==> src/rtl/mux16_pkg.sv <==
// Shared widths, state encoding and limits for the mux_16x1 serial sequencer.
package mux16_pkg;
  localparam int DATA_W     = 16;
  localparam int SEL_W      = 4;
  localparam int CNT_W      = 4;
  localparam int SETTLE_MAX = 15;

  typedef enum logic [1:0] {
    IDLE = 2'd0,
    WAIT = 2'd1,
    EMIT = 2'd2
  } state_t;
endpackage

==> src/rtl/mux16_serial_ctrl_if.sv <==
// Word-in / bit-out handshake bundle of the mux_16x1 sequencer.
interface mux16_serial_ctrl_if;
  import mux16_pkg::*;

  logic              in_valid;
  logic              in_ready;
  logic [DATA_W-1:0] in_data;
  logic              ser_valid;
  logic              ser_ready;
  logic              ser_bit;
  logic              ser_last;

  modport master (
    output in_valid, in_data, ser_ready,
    input  in_ready, ser_valid, ser_bit, ser_last
  );

  modport slave (
    input  in_valid, in_data, ser_ready,
    output in_ready, ser_valid, ser_bit, ser_last
  );
endinterface

==> src/rtl/mux16_sel_encode.sv <==
// Bit index to mux_16x1 select lines; the odd ordering follows the mux tree wiring.
module mux16_sel_encode
  import mux16_pkg::*;
(
  input  logic [SEL_W-1:0] idx,
  output logic             s0,
  output logic             s1,
  output logic             s2,
  output logic             s3
);
  assign s2 = idx[3];
  assign s3 = idx[2];
  assign s0 = idx[1];
  assign s1 = idx[0];
endmodule

==> src/rtl/mux16_serial_ctrl.sv <==
// Holds a word on the mux inputs, walks the selects, samples y after a settle
// time and streams one bit per position, flagging any bit that disagrees.
module mux16_serial_ctrl
  import mux16_pkg::*;
#(
  parameter int SETTLE    = 2,
  parameter bit MSB_FIRST = 1'b0
) (
  input  logic                clk,
  input  logic                rst,
  mux16_serial_ctrl_if.slave  bus,
  output logic [DATA_W-1:0]   di,
  output logic                s0,
  output logic                s1,
  output logic                s2,
  output logic                s3,
  input  logic                y,
  output logic                done,
  output logic                err
);
  localparam logic [SEL_W-1:0] IDX_FIRST  = MSB_FIRST ? SEL_W'(15) : SEL_W'(0);
  localparam logic [SEL_W-1:0] IDX_LAST   = MSB_FIRST ? SEL_W'(0)  : SEL_W'(15);
  localparam logic [CNT_W-1:0] SETTLE_CNT = CNT_W'(SETTLE);

  state_t            state, state_nxt;
  logic [DATA_W-1:0] di_nxt;
  logic [SEL_W-1:0]  idx, idx_nxt;
  logic [CNT_W-1:0]  cnt, cnt_nxt;
  logic              sv_q, sv_nxt;
  logic              sb_q, sb_nxt;
  logic              sl_q, sl_nxt;
  logic              done_nxt, err_nxt;

  assign bus.in_ready  = (state == IDLE);
  assign bus.ser_valid = sv_q;
  assign bus.ser_bit   = sb_q;
  assign bus.ser_last  = sl_q;

  // idx is a register, so the selects are glitch-free despite the encoder.
  mux16_sel_encode u_sel (
    .idx (idx),
    .s0  (s0),
    .s1  (s1),
    .s2  (s2),
    .s3  (s3)
  );

  always_ff @(posedge clk) begin
    if (rst) begin
      state <= IDLE;
      di    <= '0;
      idx   <= '0;
      cnt   <= '0;
      sv_q  <= 1'b0;
      sb_q  <= 1'b0;
      sl_q  <= 1'b0;
      done  <= 1'b0;
      err   <= 1'b0;
    end else begin
      state <= state_nxt;
      di    <= di_nxt;
      idx   <= idx_nxt;
      cnt   <= cnt_nxt;
      sv_q  <= sv_nxt;
      sb_q  <= sb_nxt;
      sl_q  <= sl_nxt;
      done  <= done_nxt;
      err   <= err_nxt;
    end
  end

  always_comb begin
    state_nxt = state;
    di_nxt    = di;
    idx_nxt   = idx;
    cnt_nxt   = cnt;
    sv_nxt    = sv_q;
    sb_nxt    = sb_q;
    sl_nxt    = sl_q;
    done_nxt  = 1'b0;
    err_nxt   = err;
    unique case (state)
      IDLE: begin
        if (bus.in_valid) begin
          di_nxt    = bus.in_data;
          idx_nxt   = IDX_FIRST;
          cnt_nxt   = SETTLE_CNT;
          state_nxt = WAIT;
        end
      end
      WAIT: begin
        cnt_nxt = cnt - 1'b1;
        // Sample on the last settle cycle so WAIT spans exactly SETTLE clocks.
        if (cnt == CNT_W'(1)) begin
          sb_nxt    = y;
          err_nxt   = err | (y != di[idx]);
          sl_nxt    = (idx == IDX_LAST);
          sv_nxt    = 1'b1;
          state_nxt = EMIT;
        end
      end
      EMIT: begin
        if (sv_q && bus.ser_ready) begin
          sv_nxt = 1'b0;
          if (sl_q) begin
            sl_nxt    = 1'b0;
            done_nxt  = 1'b1;
            state_nxt = IDLE;
          end else begin
            idx_nxt   = MSB_FIRST ? idx - 1'b1 : idx + 1'b1;
            cnt_nxt   = SETTLE_CNT;
            state_nxt = WAIT;
          end
        end
      end
      default: state_nxt = IDLE;
    endcase
  end
endmodule

==> src/flat_wrapper.sv <==
// flat-port wrapper written by rule: the top's interface ports become plain ports
module mux16_serial_ctrl_flat import mux16_pkg::*;
#(
  parameter int SETTLE    = 2,
  parameter bit MSB_FIRST = 1'b0
)
  (clk, rst, di, s0, s1, s2, s3, y, done, err, bus_in_valid, bus_in_data, bus_ser_ready, bus_in_ready, bus_ser_valid, bus_ser_bit, bus_ser_last);
  mux16_serial_ctrl_if bus_i ();
  input  logic clk;
  input  logic rst;
  output logic [DATA_W-1:0] di;
  output logic s0;
  output logic s1;
  output logic s2;
  output logic s3;
  input  logic y;
  output logic done;
  output logic err;
  input wire logic [$bits(bus_i.in_valid)-1:0] bus_in_valid;
  input wire logic [$bits(bus_i.in_data)-1:0] bus_in_data;
  input wire logic [$bits(bus_i.ser_ready)-1:0] bus_ser_ready;
  output wire logic [$bits(bus_i.in_ready)-1:0] bus_in_ready;
  output wire logic [$bits(bus_i.ser_valid)-1:0] bus_ser_valid;
  output wire logic [$bits(bus_i.ser_bit)-1:0] bus_ser_bit;
  output wire logic [$bits(bus_i.ser_last)-1:0] bus_ser_last;
  assign bus_i.in_valid = bus_in_valid;
  assign bus_i.in_data = bus_in_data;
  assign bus_i.ser_ready = bus_ser_ready;
  assign bus_in_ready = bus_i.in_ready;
  assign bus_ser_valid = bus_i.ser_valid;
  assign bus_ser_bit = bus_i.ser_bit;
  assign bus_ser_last = bus_i.ser_last;
  mux16_serial_ctrl #(.SETTLE(SETTLE), .MSB_FIRST(MSB_FIRST)) u_core (.clk(clk), .rst(rst), .bus(bus_i), .di(di), .s0(s0), .s1(s1), .s2(s2), .s3(s3), .y(y), .done(done), .err(err));
endmodule
==> config.mk <==
export PLATFORM = sky130hd
export DESIGN_NAME = mux16_serial_ctrl_flat
export DESIGN_NICKNAME = d
export VERILOG_FILES = /design/src/rtl/mux16_pkg.sv /design/src/rtl/mux16_serial_ctrl_if.sv /design/src/rtl/mux16_sel_encode.sv /design/src/rtl/mux16_serial_ctrl.sv /design/src/flat_wrapper.sv
export SDC_FILE = /design/constraint.sdc
export NUM_CORES = 1
export LEC_CHECK = 0
export ABC_AREA = 1
export CAP_MARGIN = 20
export CORE_AREA = 10 10 62 74
export DETAILED_ROUTE_END_ITERATION = 6
export DIE_AREA = 0 0 72 84
export PLACE_DENSITY = 0.92
export SETUP_SLACK_MARGIN = 0.15
export SYNTH_ARGS = -nofsm -noshare
export SYNTH_HDL_FRONTEND = slang
export SYNTH_SLANG_ARGS = --single-unit
==> constraint.sdc <==
create_clock -name clk -period 4.05 [get_ports clk]
set_input_delay 0.405 -clock clk [delete_from_list [all_inputs] [get_ports clk]]
set_output_delay 0.405 -clock clk [all_outputs]
set_load 0.01 [all_outputs]
==> results of run 1 <==
-- state kept, by name (all words and copies together) (netlist names) --
register and cells:
u_core.bus.ser_last 1, u_core.di 16, u_core.bus.ser_valid 1, u_core.state 2, u_core.err 1, u_core.bus.ser_bit 1, u_core.cnt 4, u_core.done 1
u_core.idx 4
-- routing by layer --
metal | vias up | wire, um | part of all wire, %
li1 | 781 | - | -
met1 | 668 | 1544 | 40
met2 | 32 | 1980 | 52
met3 | 7 | 258 | 6.7
met4 | 0 | 58 | 1.5
met5 | - | 0 | 0
-- synth_stat cells --
library cell / n
xor2_1: 1
nand2_4: 1
nand4_2: 1
a211oi_1: 1
o21ai_0: 19
nand4_1: 2
a311oi_1: 1
nor2_4: 1
inv_1: 28
buf_4: 1
nand2_1: 38
nand3_1: 14
nor3_2: 1
nand2_2: 2
clkinv_1: 1
o21ai_2: 2
dfxtp_1: 31
nor2_2: 1
nor3_1: 3
a21oi_1: 22
ha_1: 8
nor2_8: 1
inv_2: 4
nor2_1: 26
clkbuf_1: 5
-- worst reg2reg max path, delay by kind of cell, from the launching register on --
| family | cells | cell delay (ns) |
|---|---|---|
| flip-flops | 1 | 0.39 |
| AND/OR/NAND/NOR | 3 | 0.75 |
| adder cells (fa/ha/maj) | 1 | 0.26 |
| buffers and inverters | 2 | 0.35 |
-- cell families (layout without fill, tap and decap cells) --
logic type | count (synthesis) | in the layout | share of synthesized area (%)
compound gates | 45 | 45 | 15.52
xor+xnor | 1 | 1 | 0.5687
fa+ha+maj | 8 | 8 | 6.499
buf+inv | 39 | 87 | 9.748
flops | 31 | 31 | 40.29
simple gates | 91 | 91 | 27.38
-- per-stage QoR --
step | power, mW | instance area, um^2 | util, % | setup slack (ns) | cells
5_1_grt | 1.407 | 2102 | 65.22 | 1.917 | 300
3_5_place_dp | 1.070 | 2021 | 62.69 | 2.105 | 292
6_report | 1.295 | 2102 | 65.22 | 2.087 | 300
3_3_place_gp | 1.051 | 2021 | 62.69 | 2.161 | 292
4_1_cts | 1.306 | 2102 | 65.22 | 2.085 | 300
2_1_floorplan | 0.8612 | 1540 | - | 2.537 | 215
-- worst max path at each step --
| stage | from | endpoint | slack (ns) | depth (start not counted) |
|---|---|---|---|---|
| after floorplan | u_core.state[0]$_SDFFE_PP0P_ | u_core.cnt[3]$_SDFFE_PP0P_ | 2.54 | 10 |
| after global placement | bus_in_valid | u_core.di[12]$_SDFFE_PP0P_ | 2.16 | 5 |
| after detailed placement | bus_in_valid | u_core.di[7]$_SDFFE_PP0P_ | 2.11 | 5 |
| after CTS | u_core.state[0]$_SDFFE_PP0P_ | bus_in_ready | 2.09 | 3 |
| after global routing | u_core.state[0]$_SDFFE_PP0P_ | u_core.di[7]$_SDFFE_PP0P_ | 1.92 | 6 |
| final | u_core.state[0]$_SDFFE_PP0P_ | bus_in_ready | 2.09 | 3 |
-- final cells by class --
class	count	area, um^2	area share (%)
well taps	37	46.29	2.202
inverters	33	123.9	5.893
clock inverters	1	5.005	0.2381
repair buffers	46	460.4	21.90
clock buffers	7	76.32	3.631
multi-input cells	145	769.5	36.61
flip-flops and latches	31	620.6	29.52
-- power by group through the flow --
stage / clock network (mW) / logic (mW) / registers, mW
global placement: 0 / 0.602 / 0.449
global route: 0.245 / 0.704 / 0.458
floorplan: 0 / 0.400 / 0.462
detailed placement: 0 / 0.617 / 0.453
finish: 0.231 / 0.616 / 0.448
CTS: 0.234 / 0.624 / 0.448
==> results.toml, run 1 <==
[pwr]
intPower_mw = 0.7699
peakVddDrop_v = 0.0004460
clockPowerShare_pct = 17.8
pwr-share-comb_pct = 47.6
seqPwrFrac_pct = 34.6
power_density_nw_per_um2 = 615.9
cellLeakagePower_nw = 0.8753
p_sw_share_pct = 40.53
p_switching_mw = 0.5248

[setup_path]
startpoint_type = "register"
crit_slowest_cell = "clkdlybuf4s50_1"
cp_max_fo = 5
crit_buf_inv = 2
timing.rr.end = "u_core.di[7]$_SDFFE_PP0P_"
worst-setup-path-type = "reg -> out"
regToRegSetupSlack_ns = 2.20
critPathRequiredTime_ns = 3.64
cp.arrival_ns = 1.56
cp_top_family = "buffers and inverters"
end_kind = "output port"
critical_path.cell_chain = "inv_1 > ha_1 > clkdlybuf4s50_1"
cpPeakStageDelay_ns = 0.57
reg2reg_depth = 6
reg2reg_from = "u_core.state[0]$_SDFFE_PP0P_"

[run_status]
outcome = "complete, no violations"

[sta]
finalSetupViolCount = 0
hold_ws_ns = 0.4602
finalHoldViolCount = 0
worst_pin_slew_ns = 0.7038
rsz0062_at_grt = "no"
min_period_ns = 1.963
finClkSkew_ns = 0.001189
fin_crit_sh_pct = 48.46
maxSlewViolCount = 0
fmax_mhz = 509.5
fin_setup_tns_ns = 0
max_slew_margin_pct = 52.96

[global_routing]
top_usage_layer = "met2"
grtUsageMet3_pct = 5.952
grtUsageTotal_pct = 13.40
grt_max_degree = 28
grt_overflow = 0
use_met1_pct = 13.93
use_met2_pct = 22.35
grt_pass1_wl_mm = 6.589
antenna_found_initial = 0
grt_pass1_vias = 1447

[drt]
routed_wl_mm = 3.842
route.antenna.remaining_nets = 0
wl_per_cell_um = 12.81
drt_iter0_drc = 63
drc = 0
drtPass1Iterations = 4
viasPerCell = 4.960
vias = 1488

[floorplan]
rows = 23
start_util_pct = 47.79
die_x_um = 72
dieHeight_um = 84
dieArea_um2 = 6048
pin_count = 47
coreArea_um2 = 3223

[hold_path]
hold_path.class = "reg -> reg"
hold_end = "u_core.err$_SDFFE_PP0P_"
hp-start = "u_core.err$_SDFFE_PP0P_"
hold_path_depth = 2

[cts]
clkTransAtPathRegs_ns = 0.06
post_cts_buffers = 0
root_buffer = "clkbuf_8"
clk_latency_ns = 0.28
numClockSinks = 31
clockBufferDepth = 2
cts_buffers = 5
cts_resized = 0
hold_buffers = 0
h-tree-depth = 2
cts_tree = "done"

[logic_synthesis]
synth_area_leader_cell = "dfxtp_1"
yosysWarnings = 0
synth_cell_types = 25
syn_area_per_cell_um2 = 7.164
ys_seq_area_share_pct = 40.29
syn_nets = 244
synth_top_cell_area_share_pct = 40.29
ys_top_cells_by_area = "dfxtp_1 40%, nand2_1 9.3%, a21oi_1 7.1%"
netlist_area_um2 = 1540
ys_ff_latch = 31
synthCells = 215

[layout]
nFillCells = 282
antenna_cells = 0
fin_nets = 291
layout_common_cells = "46 x clkdlybuf4s50_1, 38 x nand2_1, 31 x dfxtp_1"
final_common_cell = "clkdlybuf4s50_1"
final_layout_size_suffix_gt1_share_pct = 7.605
syn2layout_area_growth_pct = 36.47

[flow_run]
maxCapViolations = 0

[placed_design]
portBuffers = 46
gp_congestion = 0.7731
hpwl_mm = 2.958
Note: power is estimated with default switching activity, not from simulation.
==> inputs of run 2 (changes only) <==
--- a/config.mk
+++ b/config.mk
@@ -7,10 +7,10 @@
 export LEC_CHECK = 0
 export ABC_AREA = 1
 export CAP_MARGIN = 20
-export CORE_AREA = 10 10 62 74
+export CORE_AREA = 10 10 64 77
 export DETAILED_ROUTE_END_ITERATION = 6
-export DIE_AREA = 0 0 72 84
-export PLACE_DENSITY = 0.92
+export DIE_AREA = 0 0 74 87
+export PLACE_DENSITY = 0.87
 export SETUP_SLACK_MARGIN = 0.15
 export SYNTH_ARGS = -nofsm -noshare
 export SYNTH_HDL_FRONTEND = slang
==> constraint.sdc (replaced) <==
create_clock -name clk -period 1.9 [get_ports clk]
set_input_delay 0.19 -clock clk [delete_from_list [all_inputs] [get_ports clk]]
set_output_delay 0.19 -clock clk [all_outputs]
set_load 0.01 [all_outputs]
==> run 2 against run 1 <==
Against the previous run: worst hold slack worse by 0.0053 ns; utilization fell by 3.4 points; die area rose by 6.4%; non-clock buffer count grew 5; combinational power grew 120%; largest power group unchanged.
==> results.toml, run 2 (synthesis gave the netlist of run 1 again) <==
[global_routing]
top_usage_layer = "met2"
grt_max_degree = 17
antenna_found_initial = 0
grt_overflow = 0
use_met1_pct = 13.95
grtUsageTotal_pct = 13.10
use_met2_pct = 21.58
grt_pass1_vias = 1415
grt_pass1_wl_mm = 6.624
grtUsageMet3_pct = 5.936

[setup_path]
reg2reg_from = "u_core.state[0]$_SDFFE_PP0P_"
cp.arrival_ns = 1.76
regToRegSetupSlack_ns = 0.32
end_kind = "register"
cp_max_fo = 7
critPathRequiredTime_ns = 2.08
worst-setup-path-type = "reg -> reg"
reg2reg_depth = 10
timing.rr.end = "u_core.cnt[3]$_SDFFE_PP0P_"
startpoint_type = "register"

[sta]
hold_ws_ns = 0.4549
min_period_ns = 1.577
worst_pin_slew_ns = 0.2736
finClkSkew_ns = 0.008184
fin_crit_sh_pct = 82.97
max_slew_margin_pct = 81.73
fmax_mhz = 634.3
fin_setup_tns_ns = 0
maxSlewViolCount = 0
finalSetupViolCount = 0
finalHoldViolCount = 0
rsz0062_at_grt = "yes"

[drt]
drc = 0
drt_iter0_drc = 45
drtPass1Iterations = 4
wl_per_cell_um = 12.97
viasPerCell = 4.837
vias = 1485
routed_wl_mm = 3.981
route.antenna.remaining_nets = 0

[floorplan]
die_x_um = 74
pin_count = 47
coreArea_um2 = 3513
start_util_pct = 43.84
rows = 24
dieHeight_um = 87
dieArea_um2 = 6438

[hold_path]
hold_end = "u_core.err$_SDFFE_PP0P_"
hold_path.class = "reg -> reg"
hold_path_depth = 2
hp-start = "u_core.err$_SDFFE_PP0P_"

[placed_design]
portBuffers = 46
gp_congestion = 0.8544
numPlacedInstances = 299
hpwl_mm = 3.115

[layout]
final_common_cell = "clkdlybuf4s50_1"
top_register = "u_core.di"
top_regs = "u_core.di (16), u_core.cnt (4), u_core.idx (4)"
syn2layout_area_growth_pct = 40.94
nFillCells = 313
utilization_pct = 61.79
multiInputGateArea_um2 = 777.0
regArea_um2 = 620.6
final_layout_size_suffix_gt1_share_pct = 10.82
largest_reg_flops = 16
fin_nets = 296
fin_cells = 307
antenna_cells = 0
layout_common_cells = "45 x clkdlybuf4s50_1, 37 x nand2_1, 31 x dfxtp_1"

[cts]
clkTransAtPathRegs_ns = 0.07
root_buffer = "clkbuf_8"
clockBufferDepth = 2
hold_buffers = 0
h-tree-depth = 2
cts_resized = 1
cts_buffers = 5
cts_tree = "done"
post_cts_buffers = 0
numClockSinks = 31
clk_latency_ns = 0.29

[run_status]
outcome = "complete, no violations"

[pwr]
power_density_nw_per_um2 = 1331
cellLeakagePower_nw = 0.9131
power_mw = 2.889
peakVddDrop_v = 0.0009544

[flow_run]
maxCapViolations = 0
-- run 2: per-layer routing --
metal	share of wire [%]	vias up
met5	0	-
met4	1.9	0
met3	8.3	7
met2	51	42
met1	39	645
li1	-	791
-- run 2: final cells by class --
class / instances / area share (%)
Clock buffer: 8 / 4.611
Sequential cell: 31 / 28.59
Multi-Input combinational cell: 145 / 35.79
Inverter: 33 / 5.706
Timing Repair Buffer: 51 / 23.05
Tap cell: 39 / 2.248
-- run 2: metrics by stage --
stage	area, um^2	setup WS (ns)
after CTS	2163	0.1704
final	2171	0.3235
after global routing	2171	0.1282
after floorplan	1540	0.3874
after global placement	2061	0.3237
after detailed placement	2061	0.2353
-- run 2: how the worst max path moves through the flow --
| stage | startpoint | endpoint | slack, ns | depth (start not counted) |
|---|---|---|---|---|
| after floorplan | u_core.state[0]$_SDFFE_PP0P_ | u_core.cnt[3]$_SDFFE_PP0P_ | 0.39 | 10 |
| after global placement | u_core.state[0]$_SDFFE_PP0P_ | u_core.di[3]$_SDFFE_PP0P_ | 0.32 | 6 |
| after detailed placement | u_core.state[0]$_SDFFE_PP0P_ | u_core.cnt[3]$_SDFFE_PP0P_ | 0.24 | 10 |
| after CTS | u_core.state[1]$_SDFFE_PP0P_ | bus_in_ready | 0.17 | 3 |
| after global routing | u_core.state[0]$_SDFFE_PP0P_ | u_core.cnt[3]$_SDFFE_PP0P_ | 0.13 | 10 |
| final | u_core.state[0]$_SDFFE_PP0P_ | u_core.cnt[3]$_SDFFE_PP0P_ | 0.32 | 10 |
-- run 2: power by group --
part | internal (mW) | total, mW | switching, mW
combinational | 0.589 | 1.38 | 0.790
sequential | 0.822 | 0.935 | 0.113
clock | 0.330 | 0.576 | 0.245
total | 1.74 | 2.89 | 1.15
-- run 2: critical path, stage by stage, from the launching register on --
cell and delay (ns):
dfxtp_1 0.38, inv_1 0.10, ha_2 0.24, nand2_2 0.10, nand2_2 0.06, inv_2 0.07
nand2_4 0.08, nor2_8 0.13, nand4_2 0.10, xor2_1 0.18, nor2_2 0.04
==> inputs of run 3 (changes only) <==
==> constraint.sdc (replaced) <==
create_clock -name clk -period 1.48 [get_ports clk]
set_input_delay 0.148 -clock clk [delete_from_list [all_inputs] [get_ports clk]]
set_output_delay 0.148 -clock clk [all_outputs]
set_load 0.01 [all_outputs]
==> run 3 against run 2 <==
Against the previous run: critical path depth is the same; sequential share of layout area shrank 1.1 points; largest power group unchanged; worst hold slack lost 0.0048 ns.
==> results.toml, run 3 (synthesis gave the netlist of run 1 again) <==
[setup_path]
end_kind = "register"
worst-setup-path-type = "reg -> reg"
cp_max_fo = 7
critPathRequiredTime_ns = 1.65
startpoint_type = "register"
cp.arrival_ns = 1.61

[layout]
fin_cells = 313
layout_common_cells = "35 x nand2_1, 30 x clkdlybuf4s50_1, 27 x dfxtp_1"
final_common_cell = "nand2_1"
antenna_cells = 0
nFillCells = 300
largest_reg_flops = 16
top_regs = "u_core.di (16), u_core.cnt (4), u_core.idx (4)"
final_layout_size_suffix_gt1_share_pct = 18.25
stdcell_area_um2 = 2297
top_register = "u_core.di"
fin_nets = 304
syn2layout_area_growth_pct = 49.15

[drt]
routed_wl_mm = 4.291
drtPass1Iterations = 4
viasPerCell = 4.968
wl_per_cell_um = 13.71
route.antenna.remaining_nets = 0
drc = 0
drt_iter0_drc = 71
vias = 1555

[cts]
h-tree-depth = 2
cts_buffers = 5
numClockSinks = 31
hold_buffers = 0
clkTransAtPathRegs_ns = 0.06
cts_tree = "done"
root_buffer = "clkbuf_8"
clockBufferDepth = 2
clk_latency_ns = 0.28

[placed_design]
numPlacedInstances = 299
place_area_um2 = 2108
portBuffers = 46
hpwl_mm = 3.117
gp_congestion = 0.7962

[global_routing]
antenna_found_initial = 0
grt_pass1_vias = 1461
grt_overflow = 0
grtUsageTotal_pct = 12.73
grt_max_degree = 28
grt_pass1_wl_mm = 6.555

[sta]
finalHoldViolCount = 0
finClkSkew_ns = 0.007584
worst_pin_slew_ns = 0.2638
max_slew_margin_pct = 82.35
finalSetupViolCount = 0
maxSlewViolCount = 0
rsz0062_at_grt = "yes"
fin_crit_sh_pct = 97.65
fmax_mhz = 691.9
min_period_ns = 1.445
fin_setup_tns_ns = 0

[run_status]
outcome = "complete, no violations"

[floorplan]
rows = 24
dieHeight_um = 87
dieArea_um2 = 6438
pin_count = 47
start_util_pct = 43.84
die_x_um = 74
coreArea_um2 = 3513

[pwr]
power_density_nw_per_um2 = 1717
cellLeakagePower_nw = 1.050
peakVddDrop_v = 0.001297

[flow_run]
maxCapViolations = 0

[hold_path]
hold_path.class = "reg -> reg"
==> run 3: final cells by class <==
| class | instances | area, um^2 | area share, % |
|---|---|---|---|
| inverters | 33 | 128.9 | 5.610 |
| multi-input cells | 145 | 849.6 | 36.98 |
| clock buffers | 6 | 72.57 | 3.159 |
| flip-flops and latches | 31 | 630.6 | 27.45 |
| repair buffers | 59 | 566.8 | 24.67 |
| well taps | 39 | 48.80 | 2.124 |
==> run 3: through the flow <==
stage	worst slack (ns)	hold slack [ns]	utilization [%]	total power, mW
4_1_cts	0.06194	0.4596	62.82	3.780
5_1_grt	-0.01552	0.4864	65.38	4.227
2_1_floorplan	0.09321	0.2967	-	2.482
3_5_place_dp	-0.1081	0.4502	60.01	3.141
6_report	0.03473	0.4501	65.38	3.944
3_3_place_gp	-0.05475	0.4440	60.01	3.060
==> run 3: worst max-delay path: stages (launching register included) <==
cell and delay [ns]:
dfxtp_4 0.39, inv_4 0.05, ha_4 0.17, nand2_2 0.06
nand2_2 0.05, inv_2 0.07, nand2_4 0.08, nor2_8 0.14
nand4_2 0.10, xor2_1 0.18, nor2_2 0.04
==> run 3: what timing repair did <==
action                                  4_1_cts  5_1_grt
cloned                                        0        1
hold endpoints to repair                      0        0
gates resized for setup                      15       28
pin swaps                                     3        3
endpoints found under the setup margin       26       22
buffers inserted                              5        2
==> run 3: report_power, final <==
group | leakage (nW) | internal (mW) | total, mW | switching (mW)
Sequential | 0.257 | 1.07 | 1.23 | 0.158
Combinational | 0.755 | 0.949 | 2.11 | 1.17
Clock | 0.0371 | 0.313 | 0.601 | 0.288
Total | 1.05 | 2.33 | 3.94 | 1.61
==> run 3: path summary, 6_finish.rpt <==
path,start,endpoint,slack (ns),cells after the start
setup reg to reg,u_core.state[1]$_SDFFE_PP0P_,u_core.cnt[3]$_SDFFE_PP0P_,0.03,10
hold reg to reg,u_core.err$_SDFFE_PP0P_,u_core.err$_SDFFE_PP0P_,0.45,2
setup / recovery,u_core.state[1]$_SDFFE_PP0P_,u_core.cnt[3]$_SDFFE_PP0P_,0.03,10
hold / removal,u_core.err$_SDFFE_PP0P_,u_core.err$_SDFFE_PP0P_,0.45,2
==> run 3: routing by layer <==
layer  up-vias  GRT usage [%]  wire length [um]
li1        809              -                 -
met1       707          12.94              1637
met2        31          23.29              2312
met3         8          3.653               236
met4         0          5.093               105
met5         -              0                 0
